$ cat config.mk
export PLATFORM = sky130hd
export DESIGN_NAME = semaforo
export DESIGN_NICKNAME = d
export VERILOG_FILES = /design/src/rtl/semaforo.sv
export SDC_FILE = /design/constraint.sdc
export NUM_CORES = 1
export LEC_CHECK = 0
export CELL_PAD_IN_SITES_DETAIL_PLACEMENT = 2
export CELL_PAD_IN_SITES_GLOBAL_PLACEMENT = 2
export CORE_MARGIN = 2
export CORE_UTILIZATION = 25
export DETAILED_ROUTE_END_ITERATION = 10
export PLACE_DENSITY = 0.69
export SLEW_MARGIN = 20
export SYNTH_ARGS = -nofsm -noshare
export SYNTH_HDL_FRONTEND = slang
export SYNTH_SLANG_ARGS = --single-unit
$ cat constraint.sdc
create_clock -name clk -period 2.13 [get_ports clk]
set_input_delay 0.426 -clock clk [delete_from_list [all_inputs] [get_ports clk]]
set_output_delay 0.426 -clock clk [all_outputs]
set_load 0.05 [all_outputs]
$ cat src/rtl/semaforo.sv
// Two-way traffic-light controller for roads A and B with a road-B request button.
// Registered Moore FSM with an 8-bit phase down-counter and a held request latch.
module semaforo #(
    parameter logic [7:0] VERDE    = 8'd1,
    parameter logic [7:0] AMARELO  = 8'd3,
    parameter logic [7:0] VERMELHO = 8'd2
) (
    input  logic       clk,
    input  logic       rst,
    input  logic       bt,
    output logic [2:0] A,
    output logic [2:0] B
);

    localparam logic [1:0] ST_AG = 2'b00;
    localparam logic [1:0] ST_AY = 2'b01;
    localparam logic [1:0] ST_AR = 2'b10;

    localparam logic [2:0] LAMP_GREEN  = 3'b001;
    localparam logic [2:0] LAMP_YELLOW = 3'b010;
    localparam logic [2:0] LAMP_RED    = 3'b100;

    localparam logic [7:0] LOAD_AG = VERDE    - 8'd1;
    localparam logic [7:0] LOAD_AY = AMARELO  - 8'd1;
    localparam logic [7:0] LOAD_AR = VERMELHO - 8'd1;

    logic [1:0] state_q, state_d;
    logic [7:0] cnt_q, cnt_d;
    logic       req_q, req_d;
    logic [2:0] a_q, a_d;
    logic [2:0] b_q, b_d;
    logic       cnt_zero;

    assign cnt_zero = (cnt_q == 8'd0);

    // A bt seen on the AY->AR edge survives the clear, so it shortens the next green.
    always_comb begin
        state_d = state_q;
        cnt_d   = cnt_q - 8'd1;
        req_d   = req_q | bt;
        case (state_q)
            ST_AG: begin
                if (cnt_zero || req_q || bt) begin
                    state_d = ST_AY;
                    cnt_d   = LOAD_AY;
                end
            end
            ST_AY: begin
                if (cnt_zero) begin
                    state_d = ST_AR;
                    cnt_d   = LOAD_AR;
                    req_d   = bt;
                end
            end
            ST_AR: begin
                if (cnt_zero) begin
                    state_d = ST_AG;
                    cnt_d   = LOAD_AG;
                end
            end
            default: begin
                state_d = ST_AG;
                cnt_d   = LOAD_AG;
                req_d   = 1'b0;
            end
        endcase
    end

    // Lamps are decoded from the next state so the outputs come straight from flops.
    always_comb begin
        a_d = LAMP_GREEN;
        b_d = LAMP_RED;
        case (state_d)
            ST_AG: begin
                a_d = LAMP_GREEN;
                b_d = LAMP_RED;
            end
            ST_AY: begin
                a_d = LAMP_YELLOW;
                b_d = LAMP_RED;
            end
            ST_AR: begin
                a_d = LAMP_RED;
                b_d = (cnt_d == 8'd0) ? LAMP_YELLOW : LAMP_GREEN;
            end
            default: begin
                a_d = LAMP_GREEN;
                b_d = LAMP_RED;
            end
        endcase
    end

    always_ff @(posedge clk) begin
        if (!rst) begin
            state_q <= ST_AG;
            cnt_q   <= LOAD_AG;
            req_q   <= 1'b0;
            a_q     <= LAMP_GREEN;
            b_q     <= LAMP_RED;
        end else begin
            state_q <= state_d;
            cnt_q   <= cnt_d;
            req_q   <= req_d;
            a_q     <= a_d;
            b_q     <= b_d;
        end
    end

    assign A = a_q;
    assign B = b_q;

endmodule

* After elaboration in Yosys (flattened, before gate mapping)
Cells that the tools add are included.
** Operators by class
- Add/subtract/negate cells :: 1
- Equal/unequal tests :: 4
- Muxes and demuxes :: 12
- Bitwise operators :: 1
- Reductions and logical operators :: 7
** Operator list (count)
- $mux W8 :: 3
- $pmux W8 S3 :: 1
- $logic_not A8 Y1 :: 2
- $mux W2 :: 4
- $sub A8 B1 Y8 const B :: 1
- $pmux W2 S3 :: 1
- $pmux W3 S2 :: 1
- $eq A2 B1 Y1 const B :: 2
- $eq A2 B2 Y1 const B :: 2
- $logic_not A2 Y1 :: 1
- $logic_or A1 B1 Y1 :: 2
- $pmux W1 S2 :: 1
- $reduce_and A2 Y1 :: 1
- $reduce_or A2 Y1 :: 1
- $mux W1 :: 1
- $or A1 B1 Y1 :: 1
** Storage, ports and cells
- Flip-flop bits (word level) :: 17
- Bits of input ports :: 3
- Logic and storage cells :: 30

* Longest topological paths before layout
Gate-level depths: netlist of run 1.
- Word-level depth :: 7
- Depth in mapped cells :: 10
- Mapped depth without buffers :: 10

* Least setup slack after synthesis of run 1
OpenSTA, ideal clock, no wires.
- Path type :: register to register
- Start point :: register cnt_q[0]
- End point :: register a_q[0] (netlist: A[0])
- Arrival :: 1.864 ns
- Setup slack :: 0.149 ns
- Cell stages (with the launch flop) :: 9
- Path buffers :: 0
- Clock period less this slack :: 1.981 ns
- Cells stage by stage :: dfxtp_1 -> inv_1 -> ha_1 -> nor3b_1 -> a21boi_1 -> a211oi_1 -> inv_1 -> ha_1 -> nand2b_1
** Between the ends
- Cells in the longest elaborated chain, start to end :: 7
- Elaborated cells between the ends (all ways) :: 10
** Ends and longest elaborated chain
- start: declaration :: line 28 : logic [7:0] cnt_q, cnt_d;
- start signal: assignment :: line 102 : cnt_q <= cnt_d;
- $logic_not A8 Y1 * :: line 34 : assign cnt_zero = (cnt_q == 8'd0);
- $logic_or A1 B1 Y1 (2 in series) :: line 43 : if (cnt_zero || req_q || bt) begin
- $mux W2 :: line 43
- $pmux W2 S3 * :: line 41 : case (state_q)
- via state_d[0] :: line 27 : logic [1:0] state_q, state_d;
- $eq A2 B2 Y1 or $eq A2 B1 Y1 (tied branches) :: line 73 : case (state_d)
- $pmux W3 S2 * :: line 73
- via a_d[0] :: line 30 : logic [2:0] a_q, a_d;
- end signal: assignment :: line 98 : a_q <= LAMP_GREEN;
- end signal: assignment :: line 104 : a_q <= a_d;
- end: declaration :: line 30
Mark *: on every way through the listed nets, which the timed path passes. The rest lies on a longest branch.
A chain may end at the register's enable or synchronous reset.

* Final worst setup path of run 1
- Start point :: register cnt_q[0]
- End point :: register b_q[0] (netlist: B[0])
** Between the ends
- Cells in the longest elaborated chain, start to end :: 7
- Elaborated cells between the ends (all ways) :: 16
** Ends and longest elaborated chain
- branches (longest 7 deep; another with $sub A8 B1 Y8)
- end signal: assignment :: line 99 : b_q <= LAMP_RED;
- end signal: assignment :: line 105 : b_q <= b_d;
- end: declaration :: line 31 : logic [2:0] b_q, b_d;
Parallel ways; which one is timed is not known.

==> impl_results.md, run 1 <==
* Setup ws final at 0.08006 ns
* Core ar. at 3103 um^2
* Most frequent CP cell: buf_4
* Htree depth at 1
* Count of final setup violators at 0
* Hold path depth at 2
* Tot Pwr at 2.068 mW
* Start point of the worst hold path: cnt_q[5]
* Yosys Warn Count at 0
* Met3 Use GR at 0.02521
* Footprint of the multi-input gates at 476.7 um^2
* Power per cell area at roughly 1900 nW/um^2
* Drt first pass iters at 4
* Die Span Y at 61.61 um
* Vias per cell at 4.778
* Fraction of registers with async set/reset at 0
* Arrival @ worst endpoint at 2.25 ns
* Crit share post-route at 0.9624
* # hold bufs at CTS at 0
* Share of the synthesized area in the top cell type at 0.4103
* Synthesized cell area at 829.5 um^2
* Vias in the first global route at 816
* Final hold viol count at 0
* Post-Syn Nets at 99
* Latest clock arrival within the worst-skew pair at 0.30 ns
* Reg2reg setup slack at 0.08 ns
* Worst Reg-to-Reg Cells at 9
* Worst R2R Start: cnt_q[0]
* Slew Limit Headroom at 0.6656
* Yosys top cell by area: dfxtp_1
* RR Endpoint: B[0]
* ANT nets after route at 0
* Antenna diodes at 0
* Clk slew on worst S/H paths at 0.11 ns
* Seq/Total Area, Yosys at 0.4103
* Dpl ws at 0.003866 ns
* RSZ-0062 raised after global routing: yes
* Port Buffers at 8
* Number of I/O pins at 9
* WL per Instance at 13.99 um
* Layout area overhead at 31.22%
* Layout Skew at ~0.0074 ns
* # rows at 20
* First-pass GRT wire length at ~3800 um
* Number of max-cap violations at 0
* Distinct cells, synth at 36
* Clock sink count at 17
* Inst Count DP at about 150
* Worst path required time at between 2 and 2.5 ns
* Slew Limit Fails at 0
* CTS Buf Count at 3
* GR Layer Usage met1 at 0.1531
* Post-synth EDFFs at 0
* Post-synth top cells: dfxtp_1 (17), nor2_1 (9), nand2_1 (8)
* Worst path slowest cell: dfxtp_1
* Die X at 61.61 um
* Hold Path Sink: cnt_q[5]
* Clk buf depth at 2
* Via count at 755
* Crit Path Class: reg -> reg
* Slowest Stage Delay on Critical Path at between 0.3 and 0.4 ns
* Initial Utilization at 0.2673
* Peak supply drop at between 0.6 and 0.7 mV
* Post-CTS setup buffers at 0
* M2 GR Usage at 0.2602
* Syn Inst Count at 91
* Drt first-iter violations at 9
* FMAX at 487.8 MHz
* Syn_area_per_cell at 9.116 um^2
* Die area at 3795 um^2
* GPL Wtd Cong at between 0.7 and 0.8
* CP Buf/Inv Count at 3
* FF/Latch Area at 340.3 um^2
* Final WL at between 2000 and 2500 um
* CP endpoint kind: flip-flop
* Setup crit start kind: flip-flop
* Final nets at 123
* Crit path max fanout at 3
* Min Tclk post-route at 2.050 ns
* Run status: completed
* Gr busiest metal: met2
* Largest net degree at the start of global routing at 13
* Critical Path Stages at 9
* Post-route core utilization at 0.3508
* Most instantiated library cell after synthesis: dfxtp_1
* Slew @ Worst Pin at 0.5001 ns
* Total Neg Setup Slack at 0 ns
* Yosys reg bits at 17
* Ys flop type: dfxtp_1
* Non-filler cells, final at roughly 160
* Fillers at 376
* Root Buffer: clkbuf_4
* Congestion Overflow GR at 0
* Total Routing Usage GR at 0.1416
* Pleak at 0.4490 nW
* Critical path cell sequence: inv_1, ha_1, nor3b_2, buf_4, a21boi_1, buf_4, a2bb2oi_2, o21ai_2, o311a_1
* DRC at 0
* Share of cells above drive strength 1 at 0.2105
* Top cells by area in the synthesized netlist: dfxtp_1 (41%), ha_1 (7.5%), nor2_1 (4.1%)
* Hold Crit Class: reg -> reg
* CTS tree: done
* Initial antenna violation count at 0
* Delay-heaviest family, CP: compound AO/OA/AOI/OAI gates
* Post-DP HPWL at between 1500 and 2000 um
-- worst max-delay path by stage --
stage                         from    to  slack (ns)
after global routing      cnt_q[0]  B[1]       -0.02
after detailed placement        bt  A[0]       0.004
final                     cnt_q[0]  B[0]        0.08
after global placement          bt  A[0]        0.01
after CTS                 cnt_q[0]  A[0]        0.07
after floorplan           cnt_q[0]  A[0]        0.15
-- tightest hold or removal path, stage by stage (launching register included) --
cell and delay, ns:
dfxtp_1 0.36, o21ai_0 0.09, a21oi_1 0.07
-- cells by family after synthesis --
kind of cell	after synthesis	share of synthesized area
buf+inv	6	0.02715
fa+ha+maj	5	0.07541
xor+xnor	3	0.03168
flops	17	0.4103
simple gates	38	0.2670
compound gates	21	0.1765
mux	1	0.01207
-- placed cells by master (no fill, tap or decap), types with 2 or more instances in the layout --
cell type / n
a211oi_1: 2
a21oi_1: 6
and2_1: 4
buf_4: 12
clkbuf_4: 3
clkdlybuf4s50_1: 8
dfxtp_1: 17
ha_1: 5
inv_1: 5
nand2_1: 8
nand2b_1: 3
nand3_1: 2
nor2_1: 9
o21ai_0: 2
xor2_1: 2
-- layout make-up --
| class | instances | share of cell area |
|---|---|---|
| flip-flops and latches | 17 | 0.3126 |
| inverters | 5 | 0.01724 |
| clock buffers | 3 | 0.02069 |
| well taps | 44 | 0.05057 |
| multi-input cells | 68 | 0.4379 |
| clock inverters | 1 | 0.004598 |
| repair buffers | 20 | 0.1563 |
-- through the flow --
| stage | hold slack [ns] | area (um^2) |
|---|---|---|
| floorplan | 0.4896 | 829.5 |
| global placement | 0.5184 | 1051 |
| detailed placement | 0.5475 | 1051 |
| CTS | 0.5701 | 1084 |
| global route | 0.6059 | 1089 |
| finish | 0.5541 | 1089 |
-- repair_timing --
| item | 4_1_cts | 5_1_grt |
|---|---|---|
| endpoints found under the setup margin | 1 | 4 |
| pin swaps | 0 | 1 |
| endpoints found under the hold margin | 0 | 0 |
| gates resized for setup | 1 | 1 |
-- routing by layer --
metal / vias to the layer above / routed length [um]
met2: 10 / 1247
met4: 0 / 51
met3: 5 / 41
met5: - / 0
met1: 377 / 871
li1: 363 / -
-- where the power goes --
part	leakage, nW	internal, mW	switching, mW
Combinational	0.292	0.613	0.729
Clock	0.0177	0.0701	0.113
Sequential	0.140	0.430	0.114
Total	0.449	1.11	0.956
-- registers in the layout, indices dropped and copies added (netlist names) --
signal,flops
A,3
req_q,1
B,3
state_q,2
cnt_q,8
Note: power is estimated with default switching activity, not from simulation.
==> run 2: changes to the inputs <==
--- a/config.mk
+++ b/config.mk
@@ -5,12 +5,14 @@
 export SDC_FILE = /design/constraint.sdc
 export NUM_CORES = 1
 export LEC_CHECK = 0
+export ABC_CLOCK_PERIOD_IN_PS = 2130
 export CELL_PAD_IN_SITES_DETAIL_PLACEMENT = 2
 export CELL_PAD_IN_SITES_GLOBAL_PLACEMENT = 2
 export CORE_MARGIN = 2
 export CORE_UTILIZATION = 25
 export DETAILED_ROUTE_END_ITERATION = 10
 export PLACE_DENSITY = 0.69
+export SKIP_CTS_REPAIR_TIMING = 1
 export SLEW_MARGIN = 20
 export SYNTH_ARGS = -nofsm -noshare
 export SYNTH_HDL_FRONTEND = slang
==> run 2 against run 1 <==
Effect of this change:
- sequential share of layout area fell by 0.28 points
- sequential cell count did not move
- via count decreased by 0.26%
- die area is the same
- largest cell class unchanged
- core utilization rose by 0.32 points
- first-iteration DRC count stayed put
- global-route usage is the same
- hold slack better by 0.0010 ns
- critical path type unchanged
- wire length stayed put
- clock skew shrank 0.00094 ns
==> impl_results.md, run 2 (synthesized netlist as in run 1, its figures left out) <==
* Most common cell after layout, fill and taps aside: dfxtp_1
* Worst path required time at 2.33 ns (about the same)
* First-pass GRT wire length at 3760 um (unchanged)
* Slew @ Worst Pin at 0.5001 ns (unchanged)
* Share of cells above drive strength 1 at 0.2281 (+0.01754)
* Initial Utilization at 0.2673 (unchanged)
* ANT nets after route at 0 (unchanged)
* Count of final setup violators at 0 (unchanged)
* Clock sink count at 17 (unchanged)
* Number of max-cap violations at 0 (unchanged)
* Via count at 753 (-0.26%)
* Final WL at 2210 um (unchanged)
* Port Buffers at 8 (unchanged)
* Arrival @ worst endpoint at 2.20 ns (-0.05 ns)
* Initial antenna violation count at 0 (unchanged)
* Antenna diodes at 0 (unchanged)
* Fillers at 374 (-0.53%)
* Crit Path Class: reg -> reg
* # rows at 20 (unchanged)
* Hold path depth at 2 (unchanged)
* Most frequent cells in the layout: dfxtp_1 (17), buf_4 (12), nor2_1 (9)
* Largest net degree at the start of global routing at 13 (unchanged)
* Core ar. at 3103 um^2 (unchanged)
* GPL Wtd Cong at 0.7205 (unchanged)
* Min Tclk post-route at 2.007 ns (-0.04301 ns)
* Latest clock arrival within the worst-skew pair at 0.30 ns (about the same)
* Htree depth at 1 (unchanged)
* Crit share post-route at 0.9422 (-0.02019)
* Total Routing Usage GR at 0.1416 (unchanged)
* Drt first-iter violations at 9 (unchanged)
* Number of I/O pins at 9 (unchanged)
* Die Span Y at 61.61 um (unchanged)
* Layout Skew at 0.006461 ns (-0.0009373 ns)
* CTS tree: done
* Run status: completed
* Setup crit start kind: flip-flop
* Drt first pass iters at 4 (unchanged)
* WL per Instance at 13.99 um (unchanged)
* Reg2reg setup slack at 0.12 ns (+0.04 ns)
* Worst Reg-to-Reg Cells at 5 (-4)
* Die X at 61.61 um (unchanged)
* CP endpoint kind: flip-flop
* Final hold viol count at 0 (unchanged)
* DRC at 0 (unchanged)
* RSZ-0062 raised after global routing: no
* Reg with most FFs: cnt_q
* Root Buffer: clkbuf_4
* Crit path max fanout at 6 (+3)
* Die area at 3795 um^2 (unchanged)
* Post-DP HPWL at 1780 um (unchanged)
* Congestion Overflow GR at 0 (unchanged)
* Clk slew on worst S/H paths at 0.11 ns (about the same)
* Hold Slack at 0.5551 ns (+0.001029 ns)
* Final nets at 123 (unchanged)
* CTS Buf Count at 3 (unchanged)
* Slew Limit Fails at 0 (unchanged)
* Vias per cell at 4.766 (-0.26%)
* Vias in the first global route at 816 (unchanged)
* Clk buf depth at 2 (unchanged)
* Hold Crit Class: reg -> reg
* Number of flip-flops in the largest register at 8 (unchanged)
* Layout area overhead at 32.43%
* FMAX at 498.3 MHz (+2.1%)
* Slew Limit Headroom at 0.6656 (unchanged)
## run 2: cell count changes in the layout (fill, tap and decap cells not counted)
| cell | before | now |
|---|---|---|
| a21boi_2 | 0 | 1 |
| a21boi_1 | 1 | 0 |
| o22ai_1 | 1 | 0 |
| o22ai_2 | 0 | 1 |
## run 2: metal layers
layer	track usage	vias to the layer above	wire length [um]
li1	-	362	-
met1	0.1531	380	877
met2	0.2602	6	1248
met3	0.02521	5	33
met4	0.07295	0	51
met5	0	-	0
## run 2: final timing paths
kind,start,endpoint
worst max-delay path,cnt_q[3],B[0]
worst min-delay path,cnt_q[5],cnt_q[5]
worst max register to register,cnt_q[3],B[0]
worst min register to register,cnt_q[5],cnt_q[5]
## run 2: stage by stage
stage	util	TNS [ns]	area [um^2]	instances	worst slack, ns
global placement	0.3387	0	1051	154	0.01099
global route	0.3540	0	1099	158	0.01242
CTS	0.3476	-0.02317	1079	158	-0.02317
detailed placement	0.3387	0	1051	154	0.003866
floorplan	-	0	829.5	91	0.1495
finish	0.3540	0	1099	158	0.1231
## run 2: cell type report
cell class / instances / area (um^2) / area share
Multi-Input combinational cell: 68 / 486.7 / 0.4431
Sequential cell: 17 / 340.3 / 0.3098
Timing Repair Buffer: 20 / 170.2 / 0.1549
Tap cell: 44 / 55.05 / 0.05011
Clock buffer: 3 / 22.52 / 0.02050
Inverter: 5 / 18.77 / 0.01708
Clock inverter: 1 / 5.005 / 0.004556
## run 2: worst max-delay path, stage by stage, from the launching register on
cell     delay (ns)
dfxtp_1        0.39
or4_4          0.56
nor4_4         0.16
mux2i_1        0.34
o21ai_2        0.10
o311a_1        0.35
Power of run 2 is left out: the tool's default activity adds up to more than one toggle a clock period on the data nets, which glitch-free logic cannot reach.
==> run 3: changes to the inputs <==
--- a/config.mk
+++ b/config.mk
@@ -12,6 +12,7 @@
 export CORE_UTILIZATION = 25
 export DETAILED_ROUTE_END_ITERATION = 10
 export PLACE_DENSITY = 0.69
+export SETUP_SLACK_MARGIN = 0.15
 export SKIP_CTS_REPAIR_TIMING = 1
 export SLEW_MARGIN = 20
 export SYNTH_ARGS = -nofsm -noshare
==> run 3 against run 2 <==
Effect of this change:
- first-iteration DRC count increased by 22%
- sequential cell count unchanged
- non-clock buffer count increased by 1
- register-to-register slack improved by 0.04 ns
- die area unchanged
==> impl_results.md, run 3 (synthesized netlist as in run 1, its figures left out) <==
* Setup ws final at 0.1668 ns (+0.04376 ns)
* Clk buf depth at 2 (unchanged)
* Final nets at 124 (+0.81%)
* Count of final setup violators at 0 (unchanged)
* Most frequent cells in the layout: dfxtp_1 (13), buf_4 (12), nor2_1 (8), nand2_1 (8), clkdlybuf4s50_1 (8)
* Final WL at 2184 um (-1.2%)
* Reg with most FFs: cnt_q
* Die area at 3795 um^2 (unchanged)
* Die X at 61.61 um (unchanged)
* Post-DP HPWL at 1767 um (-0.75%)
* Footprint of the multi-input gates at 525.5 um^2 (+8.0%)
* CP Buf/Inv Count at 0 (unchanged)
* Port Buffers at 8 (unchanged)
* Layout area overhead at 39.07%
* ANT nets after route at 0 (unchanged)
* Critical path cell sequence: or4_4, nor4_4, mux2i_2, o21ai_2, o311a_1
* First-pass GRT wire length at 3643 um (-3.1%)
* Congestion Overflow GR at 0 (unchanged)
* Crit path max fanout at 5 (-1)
* Worst path required time at 2.32 ns (about the same)
* Vias per cell at 4.660 (-2.2%)
* CTS Buf Count at 3 (unchanged)
* Critical Path Start: cnt_q[2]
* Largest net degree at the start of global routing at 13 (unchanged)
* Crit share post-route at 0.9217 (-0.02055)
* WL per Instance at 13.74 um (-1.8%)
* Start point of the worst hold path: cnt_q[3]
* Number of max-cap violations at 0 (unchanged)
* Most common cell after layout, fill and taps aside: dfxtp_1
* Antenna diodes at 0 (unchanged)
* # rows at 20 (unchanged)
* RR Endpoint: B[0]
* Layout Skew at 0.001805 ns (-0.004656 ns)
* Clk slew on worst S/H paths at 0.10 ns (about the same)
* Root Buffer: clkbuf_4
* Fillers at 376 (+0.53%)
* Total Routing Usage GR at 0.1307 (-0.01087)
* Htree depth at 1 (unchanged)
* Min Tclk post-route at 1.963 ns (-0.04376 ns)
* Number of flip-flops in the largest register at 8 (unchanged)
* Initial antenna violation count at 0 (unchanged)
* Via count at 741 (-1.6%)
* Final hold viol count at 0 (unchanged)
* Slew @ Worst Pin at 0.5016 ns (+0.001471 ns)
* Setup crit start kind: flip-flop
* Run status: completed
* Drt first pass iters at 4 (unchanged)
* Worst R2R Start: cnt_q[2]
* Dpl ws at -0.04871 ns (-0.05258 ns)
* Vias in the first global route at 793 (-2.8%)
* Hold Path Sink: cnt_q[3]
* CP endpoint kind: flip-flop
* Inst Count DP at 155 (+0.65%)
* Total Neg Setup Slack at 0 ns (unchanged)
* Die Span Y at 61.61 um (unchanged)
* RSZ-0062 raised after global routing: yes
* CTS tree: done
* Share of cells above drive strength 1 at 0.3391 (+0.1111)
* Worst Reg-to-Reg Cells at 5 (unchanged)
* Arrival @ worst endpoint at 2.15 ns (-0.05 ns)
* Slew Limit Headroom at 0.6646 (-0.0009840)
* Slew Limit Fails at 0 (unchanged)
* DRC at 0 (unchanged)
* Hold Crit Class: reg -> reg
* Non-filler cells, final at 159 (+0.63%)
* Reg2reg setup slack at 0.17 ns (+0.04 ns)
* Worst path slowest cell: or4_4
* FF/Latch Area at 345.3 um^2 (+1.5%)
* Hold path depth at 2 (unchanged)
* GPL Wtd Cong at 0.6874 (-4.6%)
* Latest clock arrival within the worst-skew pair at 0.29 ns (about the same)
* Crit Path Class: reg -> reg
* Post-route core utilization at 0.3718 (+0.01774)
* FMAX at 509.4 MHz (+2.2%)
* Number of I/O pins at 9 (unchanged)
* Slowest Stage Delay on Critical Path at 0.56 ns (about the same)
* Core ar. at 3103 um^2 (unchanged)
* Drt first-iter violations at 11 (+2)
* Delay-heaviest family, CP: simple AND/OR/NAND/NOR gates
* Clock sink count at 17 (unchanged)
* Initial Utilization at 0.2673 (unchanged)
[run 3: changes by cell type in the layout (fill, tap and decap cells not counted), sizes merged]
cell  delta
buf      +1
[run 3: worst max path at each step]
stage / depth (start not counted) / to / slack, ns
6_report: 5 / B[0] / 0.17
3_3_place_gp: 8 / B[1] / 0.05
4_1_cts: 10 / B[1] / 0.12
3_5_place_dp: 8 / B[1] / -0.05
5_1_grt: 10 / B[1] / 0.09
2_1_floorplan: 8 / B[1] / 0.22
[run 3: metal layers]
| layer | part of all wire | track usage |
|---|---|---|
| met5 | 0 | 0 |
| met1 | 0.45 | 0.1578 |
| met2 | 0.53 | 0.2361 |
| met4 | 0 | 0.03647 |
| met3 | 0.023 | 0.02311 |
[run 3: worst reg2reg max path: cells and delay by family, from the launching register on]
family | cells | cell delay [ns]
mux | 1 | 0.30
compound gates | 2 | 0.45
flops | 1 | 0.37
simple gates | 2 | 0.74
[run 3: metrics by stage]
step | cell area, um^2 | hold WS [ns]
after floorplan | 834.6 | 0.4896
after global placement | 1064 | 0.5223
after detailed placement | 1064 | 0.5527
after CTS | 1091 | 0.5689
after global routing | 1154 | 0.5836
final | 1154 | 0.5509
[run 3: area by class of cell]
cell class                 instances  area share
multi-input combinational         68      0.4555
tap                               44     0.04772
clock inverter                     1    0.004338
timing repair buffer              21      0.1573
inverter                           5     0.01627
clock buffer                       3     0.01952
sequential                        17      0.2993
Power of run 3 is left out for the same reason.
